### src/rtl/memory_arbiter.sv
// memory_arbiter
//   Shares one single-port memory between instruction fetch and data access.
//   Data requests win over fetch; each access holds the port for WAIT_STATES
//   cycles and then returns data with a one-cycle ready pulse.
//
//   state | meaning
//   ------+--------------------------------------------------------------
//   IDLE  | port idle, arbitrating; ready pulses are issued in this state
//   FETCH | instruction fetch holds the port, wait counter running
//   DATA  | data read or write holds the port, wait counter running
//
// Ports
//   clk, rst                       clock, async active-high reset
//   fetchRequest/Address           IF-stage request
//   fetchData, fetchReady          fetched word and completion pulse
//   memAccessControl               10 read, 01 write, 00 none, 11 illegal
//   dataAddress, dataWriteData     data request address and store data
//   dataReadData, dataReady        load data and completion pulse
//   stall                          some request active and not completing
//   accessError                    sticky: illegal code seen while idle
//   memAddress/WriteData/Enable/WriteEnable, memReadData  memory port
//
// WAIT_STATES must be 1 or more.
module memory_arbiter #(
  parameter int ADDR_WIDTH  = 16,
  parameter int DATA_WIDTH  = 16,
  parameter int WAIT_STATES = 1
) (
  input  logic                  clk,
  input  logic                  rst,
  input  logic                  fetchRequest,
  input  logic [ADDR_WIDTH-1:0] fetchAddress,
  output logic [DATA_WIDTH-1:0] fetchData,
  output logic                  fetchReady,
  input  logic [1:0]            memAccessControl,
  input  logic [ADDR_WIDTH-1:0] dataAddress,
  input  logic [DATA_WIDTH-1:0] dataWriteData,
  output logic [DATA_WIDTH-1:0] dataReadData,
  output logic                  dataReady,
  output logic                  stall,
  output logic                  accessError,
  output logic [ADDR_WIDTH-1:0] memAddress,
  output logic [DATA_WIDTH-1:0] memWriteData,
  output logic                  memEnable,
  output logic                  memWriteEnable,
  input  logic [DATA_WIDTH-1:0] memReadData
);

  localparam int CNT_W = (WAIT_STATES > 1) ? $clog2(WAIT_STATES) : 1;

  typedef enum logic [1:0] {IDLE, FETCH, DATA} state_t;

  state_t           state, state_next;
  logic [CNT_W-1:0] wait_cnt;
  logic             write_flag;
  logic             data_req, fetch_req, illegal;
  logic             grant_data, grant_fetch;

  // A request seen alongside its own ready pulse is the one that just
  // finished, so it is masked for that cycle. This also lets a waiting
  // fetch win after every data completion.
  assign data_req    = ((memAccessControl == 2'b10) || (memAccessControl == 2'b01)) && !dataReady;
  assign fetch_req   = fetchRequest && !fetchReady;
  assign illegal     = (memAccessControl == 2'b11);
  assign grant_data  = (state == IDLE) && data_req;
  assign grant_fetch = (state == IDLE) && !data_req && !illegal && fetch_req;
  assign stall       = data_req || fetch_req;

  always_ff @(posedge clk or posedge rst) begin
    if (rst) state <= IDLE;
    else     state <= state_next;
  end

  always_comb begin
    state_next     = state;
    memEnable      = 1'b0;
    memWriteEnable = 1'b0;
    case (state)
      IDLE: begin
        if (grant_data)       state_next = DATA;
        else if (grant_fetch) state_next = FETCH;
      end
      FETCH: begin
        memEnable = 1'b1;
        if (wait_cnt == '0) state_next = IDLE;
      end
      DATA: begin
        memEnable      = 1'b1;
        memWriteEnable = write_flag;
        if (wait_cnt == '0) state_next = IDLE;
      end
      default: state_next = IDLE;
    endcase
  end

  always_ff @(posedge clk or posedge rst) begin
    if (rst) begin
      wait_cnt     <= '0;
      write_flag   <= 1'b0;
      memAddress   <= '0;
      memWriteData <= '0;
      fetchData    <= '0;
      fetchReady   <= 1'b0;
      dataReadData <= '0;
      dataReady    <= 1'b0;
      accessError  <= 1'b0;
    end else begin
      fetchReady <= 1'b0;
      dataReady  <= 1'b0;
      if (grant_data) begin
        memAddress   <= dataAddress;
        memWriteData <= dataWriteData;
        write_flag   <= (memAccessControl == 2'b01);
        wait_cnt     <= CNT_W'(WAIT_STATES - 1);
      end else if (grant_fetch) begin
        memAddress <= fetchAddress;
        write_flag <= 1'b0;
        wait_cnt   <= CNT_W'(WAIT_STATES - 1);
      end else if (state != IDLE) begin
        if (wait_cnt == '0) begin
          if (state == FETCH) begin
            fetchData  <= memReadData;
            fetchReady <= 1'b1;
          end else begin
            if (!write_flag) dataReadData <= memReadData;
            dataReady <= 1'b1;
          end
        end else begin
          wait_cnt <= wait_cnt - CNT_W'(1);
        end
      end
      if ((state == IDLE) && illegal) accessError <= 1'b1;
    end
  end

endmodule

### config.mk
export PLATFORM = sky130hd
export DESIGN_NAME = memory_arbiter
export DESIGN_NICKNAME = d
export VERILOG_FILES = /design/src/rtl/memory_arbiter.sv
export SDC_FILE = /design/constraint.sdc
export NUM_CORES = 1
export LEC_CHECK = 0
export ABC_AREA = 1
export CORE_UTILIZATION = 25
export DETAILED_ROUTE_END_ITERATION = 12
export GPL_TIMING_DRIVEN = 0
export HOLD_SLACK_MARGIN = 0.02
export PLACE_DENSITY = 0.61
export SETUP_SLACK_MARGIN = 0.05
export SYNTH_ARGS = -nofsm -noshare
export SYNTH_HDL_FRONTEND = slang
export SYNTH_SLANG_ARGS = --single-unit
### constraint.sdc
create_clock -name clk -period 2.9 [get_ports clk]
set_input_delay 0.435 -clock clk [delete_from_list [all_inputs] [get_ports clk]]
set_output_delay 0.435 -clock clk [all_outputs]
set_load 0.02 [all_outputs]
Word-level counts from Yosys, hierarchy flattened
Index checks and enable logic that the tools add are counted.
{"block": "op_classes", "add_sub_neg": 1, "reduce_logical": 21, "n_eq_ne": 7, "muxes": 24, "n_bitwise": 5}
{"operator": "16-bit 2-to-1 mux", "count": 2}
{"operator": "1-bit 2-to-1 mux", "count": 18}
{"operator": "1-bit logical AND", "count": 7}
{"operator": "2-bit == test, second input constant", "count": 3}
{"operator": "2-bit 2-to-1 mux", "count": 3}
{"operator": "6-bit AND reduction", "count": 1}
{"operator": "1-bit inverter", "count": 5}
{"operator": "5-bit AND reduction", "count": 1}
{"operator": "2-bit by 1-bit == test with 1-bit output, second input constant", "count": 2}
{"operator": "1-bit logical NOT", "count": 4}
{"operator": "2-bit case mux with 2 select lines", "count": 1}
{"operator": "2-bit nonzero test", "count": 2}
{"operator": "3-bit inequality test, second input constant", "count": 1}
{"operator": "3-bit nonzero test", "count": 1}
{"operator": "2-bit logical NOT", "count": 1}
{"operator": "1-bit logical OR", "count": 2}
{"operator": "2-bit inequality test, second input constant", "count": 1}
{"operator": "2-bit AND reduction", "count": 1}
{"operator": "2-bit OR reduction", "count": 1}
{"operator": "1-bit subtractor, second input constant", "count": 1}
{"block": "word_totals", "elab_cells": 68, "output_inout_bits": 70, "register_bits": 71, "inputBits": 69}

Depth between registers and ports, before layout
Gate-level depths: netlist of run 1.
{"block": "logic_depth", "word_depth": 10, "mapped_depth": 9, "mapped_depth_nobuf": 8}

Worst setup path after synthesis of run 1
Ideal clock, no wire load.
{"block": "synth_path", "kind": "input to output", "from": "input memAccessControl[1]", "to": "output stall", "t_arrival_ps": 1169, "t_required_ps": 2465, "stages": 5, "slack_ps": 1296, "path_buffers": 0, "cell_sequence": "inv_1 -> ha_1 -> inv_1 -> nand2_1 -> o21ai_0"}
{"block": "synth_between", "elab_chain_cells": 4, "elab_cells_between_ends": 5, "cone_classes": "2 x eq/ne; 3 x reduce/logical"}
{"element": "start, declared", "line_no": "35", "rtl": "input logic [1:0] memAccessControl,"}
{"element": "2-bit == test or 2-bit by 1-bit == test with 1-bit output (tied branches)", "line_no": "62", "rtl": "assign data_req = ((memAccessControl == 2'b10) || (memAccessControl == 2'b01)) && !dataReady;"}
{"element": "1-bit logical OR *", "line_no": "62"}
{"element": "1-bit logical AND *", "line_no": "62"}
{"element": "1-bit logical OR *", "line_no": "67", "rtl": "assign stall = data_req || fetch_req;"}
{"element": "end, declared", "line_no": "40", "rtl": "output logic stall,"}
Mark *: on every way between the ends. The rest lies on a longest branch, timed or not.

Worst setup path after layout of run 1
Ends and elaborated chain as after synthesis.

==> results.yml, run 1 <==
run_status:
  outcome: "completed"
detailed_routing:
  vias: 2740
  dr.first_iter.drc_count: 121
  drc: 0
  postRouteAntennaNets: 0
  drt_pre_antenna_iters: 4
  vias_per_cell: 4.342
  wl_per_cell_um: 14.44
  wl_um: 9111
sta:
  skew_ns: 0.005070
  setup_viol: 0
  holdWs_ns: 0.3177
  fin_crit_ns: 2.705
  max-slew-margin-rel_pct: 68.46
  tightestPinTransition_ns: 0.4731
  rsz0062_at_grt: "no"
  max_freq_ghz: 0.3698
  hold_violations: 0
  period_share_pct: 93.26
  slew_viol_final: 0
global_route:
  grt-ovfl-total: 0
  grt_max_degree: 70
  grt_usage_pct: 15.41
  antenna_found_initial: 0
  grt_pass1_vias: 2917
  grt_first_pass_wirelength_um: 14990
clock_network:
  clockRootBuffer: "clkbuf_16"
  cts-buffers-inserted: 9
  ctsResizeCount: 0
  clock-sinks: 70
  holdBufCountCts: 0
  clockBufferDepth: 2
  cts_setup_buffers: 0
  cts_tree: "done"
  cts_htree_levels: 3
  worst_skew_pair.late_latency_ns: 0.33
  clk_pin_slew_worst_paths_ns: 0.05
synth:
  ys.flop_type: "dfrtp_1"
  ys_seq_elements: 70
  netlist_instances: 330
  synth-edff-count: 0
  yosys_warnings: 0
  synth.distinct_cells: 22
  synth-seq-area-share_pct: 57.10
  syn_nets: 404
  synth_async_sr_flop_share_pct: 100.0
  syn_area_um2: 3068
  yosys.area.top_type: "dfrtp_1"
  syn_avg_cell_area_um2: 9.297
  yosysTopAreaCellShare_pct: 57.10
  synth.area.top_cells: "dfrtp_1 (57%), nand2_1 (16%), nand3_1 (10%)"
setup_path:
  startpoint_type: "input port"
  cpPeakStageDelay_ns: 0.68
  worstSetupPathType: "in2out"
  worstPathMaxFanout: 2
  required_ns: 2.47
  cp_cell_sequence: "clkdlybuf4s50_1 -> inv_1 -> ha_1 -> inv_1 -> nand2_1 -> o21ai_0 -> clkdlybuf4s50_1"
  endpoint_kind: "primary output"
  critPathSlowestCell: "clkdlybuf4s50_1"
  arrival_ns: 2.27
finish:
  area_delta_synth_final_pct: 61.46
  fin_cells: 631
  finalCoreUtilization_pct: 41.24
  design_area_um2: 4954
  n_antenna_cell: 0
  drive_gt1_share_pct: 11.36
  fin_nets: 554
pwr:
  pwr-share-clk_pct: 17.9
  max-vdd-ir-drop_uv: 696.7
  switching_share_pct: 41.00
  p_per_area_nw_per_um2: 1220
  switchingPower_mw: 2.479
  intPower_mw: 3.567
  pwr-share-comb_pct: 53.6
  seq_power_share_pct: 28.5
  report.power.total_mw: 6.046
  power_leakage_nw: 2.354
floorplanning:
  std_cell_rows: 40
  die_x_um: 112.8
  coreArea_um2: 12010
  start_util_pct: 25.54
  ios: 139
  die_h_um: 112.8
  dieArea_um2: 12720
placed_design:
  gp_congestion: 0.7306
  dp_hpwl_um: 6734
  placed_cell_area_um2: 4663
  port_buffers: 138
  placed_cells: 616
run:
  drv_cap: 0
min_path:
  holdCritPathClass: "in2async"
-- power groups by stage --
stage	Clock (mW)	Combinational, mW	Sequential (mW)
2_1_floorplan	0	1.28	2.27
3_3_place_gp	0	3.25	1.71
3_5_place_dp	0	3.29	1.74
4_1_cts	1.12	3.31	1.73
5_1_grt	1.15	3.56	1.79
6_report	1.08	3.24	1.72
-- cells in the final DEF (no fill, tap or decap), types with 2 or more instances in the layout --
cell / n
ha_1: 5
nand3_1: 64
nand2_4: 2
nor2_1: 3
buf_4: 2
o21ai_0: 3
dfrtp_1: 70
clkdlybuf4s50_1: 138
buf_2: 15
clkbuf_16: 9
clkbuf_1: 2
nand2_1: 130
inv_1: 9
clkinv_2: 2
mux2_2: 15
-- cells by family after synthesis --
logic type | synth area share (%)
flops | 57.10
buf+inv | 4.771
compound gates | 1.142
simple gates | 29.45
fa+ha+maj | 2.039
mux | 5.506
-- routing by layer --
| layer | track usage (%) | part of all wire (%) |
|---|---|---|
| met1 | 18.42 | 43 |
| met2 | 24.61 | 45 |
| met3 | 6.909 | 11 |
| met4 | 5.333 | 1.3 |
| met5 | 0 | 0 |
-- path summary, 6_finish.rpt --
| kind | slack, ns | depth (start not counted) | end | start |
|---|---|---|---|---|
| max reg2reg | 1.21 | 5 | fetchData[1] | state[1] |
| max in group asynchronous | 2.07 | 3 | accessError | rst |
| min reg2reg | 0.46 | 1 | accessError | accessError |
| max | 0.20 | 7 | stall | memAccessControl[1] |
| min in group clk | 0.46 | 1 | accessError | accessError |
| min | 0.32 | 2 | memWriteData[12] | rst |
-- sequential cells by signal, indices dropped and copies added (netlist names) --
register      cells
dataReady         1
fetchData        16
write_flag        1
state             2
memWriteData     16
dataReadData     16
accessError       1
memAddress       16
fetchReady        1
-- per-stage QoR --
step / worst slack [ns] / TNS (ns)
6_report: 0.1955 / 0
5_1_grt: 0.06103 / 0
4_1_cts: 0.1578 / 0
3_5_place_dp: 0.1782 / 0
3_3_place_gp: -0.5980 / -41.41
2_1_floorplan: 0.6968 / 0
-- cell usage after synthesis (2+ instances only) --
| master | n |
|---|---|
| nand2_4 | 2 |
| buf_2 | 15 |
| inv_1 | 10 |
| nand2_1 | 130 |
| ha_1 | 5 |
| nor2_1 | 3 |
| buf_4 | 2 |
| dfrtp_1 | 70 |
| nand3_1 | 64 |
| o21ai_0 | 3 |
| mux2_2 | 15 |
-- area by class of cell --
class / count / area (µm²)
fillers: 1210 / 7058
flip-flops and latches: 70 / 1752
repair buffers: 139 / 1409
multi-input cells: 230 / 1170
clock buffers: 11 / 242.7
well taps: 147 / 183.9
plain buffers: 19 / 105.1
clock inverters: 4 / 47.55
inverters: 11 / 43.79
-- critical path: cells and delay by family --
kind | cells | cell delay, ns
buffers and inverters | 4 | 1.28
AND/OR/NAND/NOR | 1 | 0.11
AO/OA/AOI/OAI | 1 | 0.14
adder cells (fa/ha/maj) | 1 | 0.31
Note: power is estimated with default switching activity, not from simulation.
==> run 2, diff against run 1 <==
clock period = 3.4 ns   (was 2.9 ns; I/O delays follow)
==> results of run 2 <==
The final DEF is identical to that of run 1. Status: completed.
Among the figures that moved: setup slack after placement 0.1782 ns -> 0.5282 ns; setup slack after layout 0.1955 ns -> 0.5455 ns; hold slack 0.3177 ns -> 0.3927 ns; register-to-register setup slack 1.21 ns -> 1.71 ns; total power 6.046 mW -> 5.156 mW; worst IR drop on VDD 696.7 µV -> 594.3 µV
==> run 3, diff against run 2 <==
clock period = 2.7 ns   (was 3.4 ns; I/O delays follow)
==> run 3 against run 2 <==
Critical path depth unchanged. Global-route usage unchanged. First-iteration DRC count unchanged. Setup slack got worse by 0.20 ns. Via count unchanged. Utilization about the same. Power increased by 26%. Largest power group unchanged. Clock skew unchanged.
==> results.yml, run 3 (synthesized netlist as in run 1, its figures left out) <==
finish:
  design_area_um2: 4952
  n_antenna_cell: 0
  drive_gt1_share_pct: 11.36
  final_cell_mix: "clkdlybuf4s50_1 (137), nand2_1 (130), dfrtp_1 (70)"
  final_common_cell: "clkdlybuf4s50_1"
  fin_nets: 554
  fin_cells: 631
  area_delta_synth_final_pct: 61.42
detailed_routing:
  wl_per_cell_um: 14.44
  drc: 0
  vias_per_cell: 4.342
  vias: 2740
  wl_um: 9110
  drt_pre_antenna_iters: 4
  wl_met3_um: 1001
  postRouteAntennaNets: 0
  dr.first_iter.drc_count: 121
  m1WireLength_um: 3872
  highest_layer: "met4"
  dr_wl_met2_um: 4121
sta:
  finalWorstSetupSlack_ns: 0.3467
  setup_viol: 0
  rsz0062_at_grt: "no"
  period_share_pct: 87.16
  fin_crit_ns: 2.353
  slew_viol_final: 0
  max_freq_ghz: 0.4249
  tightestPinTransition_ns: 0.4731
  finalSetupTns_ns: 0
  hold_violations: 0
  max-slew-margin-rel_pct: 68.46
  skew_ns: 0.005070
run:
  drv_cap: 0
floorplanning:
  dieArea_um2: 12720
  die_h_um: 112.8
  ios: 139
  die_x_um: 112.8
  start_util_pct: 25.54
  coreArea_um2: 12010
  std_cell_rows: 40
global_route:
  grt_max_degree: 70
  grt_first_pass_wirelength_um: 14990
  grt_usage_pct: 15.41
  antenna_found_initial: 0
  grt_pass1_vias: 2917
  grt-ovfl-total: 0
setup_path:
  critPathSlowestCell: "clkdlybuf4s50_1"
  cp_cell_sequence: "clkdlybuf4s50_1 -> inv_1 -> ha_1 -> inv_1 -> nand2_1 -> o21ai_0 -> dlygate4sd2_1"
  arrival_ns: 1.95
  endpoint_kind: "primary output"
  critical_path_buf_inv_count: 4
  worstPathMaxFanout: 2
  required_ns: 2.30
  cp_common_cell: "inv_1"
  startpoint_type: "input port"
  cpPeakStageDelay_ns: 0.48
  path_delay_family: "buffers and inverters"
  worstSetupPathType: "in2out"
clock_network:
  clockBufferDepth: 2
  cts_setup_buffers: 0
  clk_pin_slew_worst_paths_ns: 0.05
  ctsResizeCount: 1
  clockRootBuffer: "clkbuf_16"
  cts-buffers-inserted: 9
  worst_skew_pair.late_latency_ns: 0.33
  cts_tree: "done"
  holdBufCountCts: 0
  cts_htree_levels: 3
  clock-sinks: 70
pwr:
  p_per_area_nw_per_um2: 1310
  power_leakage_nw: 2.355
  max-vdd-ir-drop_uv: 748.3
min_path:
  holdCritPathClass: "in2async"
placed_design:
  placed_cell_area_um2: 4663
  dp_hpwl_um: 6734
  place_ws_ns: 0.03822
  port_buffers: 138
  placed_cells: 616
  gp_congestion: 0.7306
run_status:
  outcome: "completed"
[run 3: final timing paths]
check | from | end | slack (ns) | cells past startpoint
setup / recovery | memAccessControl[1] | stall | 0.35 | 7
hold / removal | rst | memWriteData[12] | 0.29 | 2
setup reg to reg | state[1] | fetchData[1] | 1.01 | 5
hold reg to reg | accessError | accessError | 0.46 | 1
max in group asynchronous | rst | accessError | 1.90 | 3
min in group clk | accessError | accessError | 0.46 | 1
[run 3: routing by layer]
metal	global-route usage (%)	up-vias
li1	-	1364
met2	24.61	107
met4	5.333	0
met5	0	-
met1	18.42	1257
met3	6.909	12
[run 3: final cells by class]
type                       count  area [µm²]
fill                        1209        7059
sequential                    70        1752
timing repair buffer         139        1408
multi-input combinational    230        1170
clock buffer                  11       242.7
tap                          147       183.9
buffer                        19       105.1
clock inverter                 4       47.55
inverter                      11       43.79
[run 3: power breakdown]
part	internal [mW]	switching (mW)
Sequential	1.57	0.279
Clock	0.731	0.429
Combinational	1.52	1.95
[run 3: per-stage QoR]
stage / utilization [%] / power [mW] / hold slack [ns]
2_1_floorplan: - / 3.805 / 0.5103
3_3_place_gp: 38.57 / 5.332 / 0.4442
3_5_place_dp: 38.82 / 5.401 / 0.4434
4_1_cts: 41.23 / 6.608 / 0.2737
5_1_grt: 41.23 / 6.980 / 0.2810
6_report: 41.23 / 6.489 / 0.2877
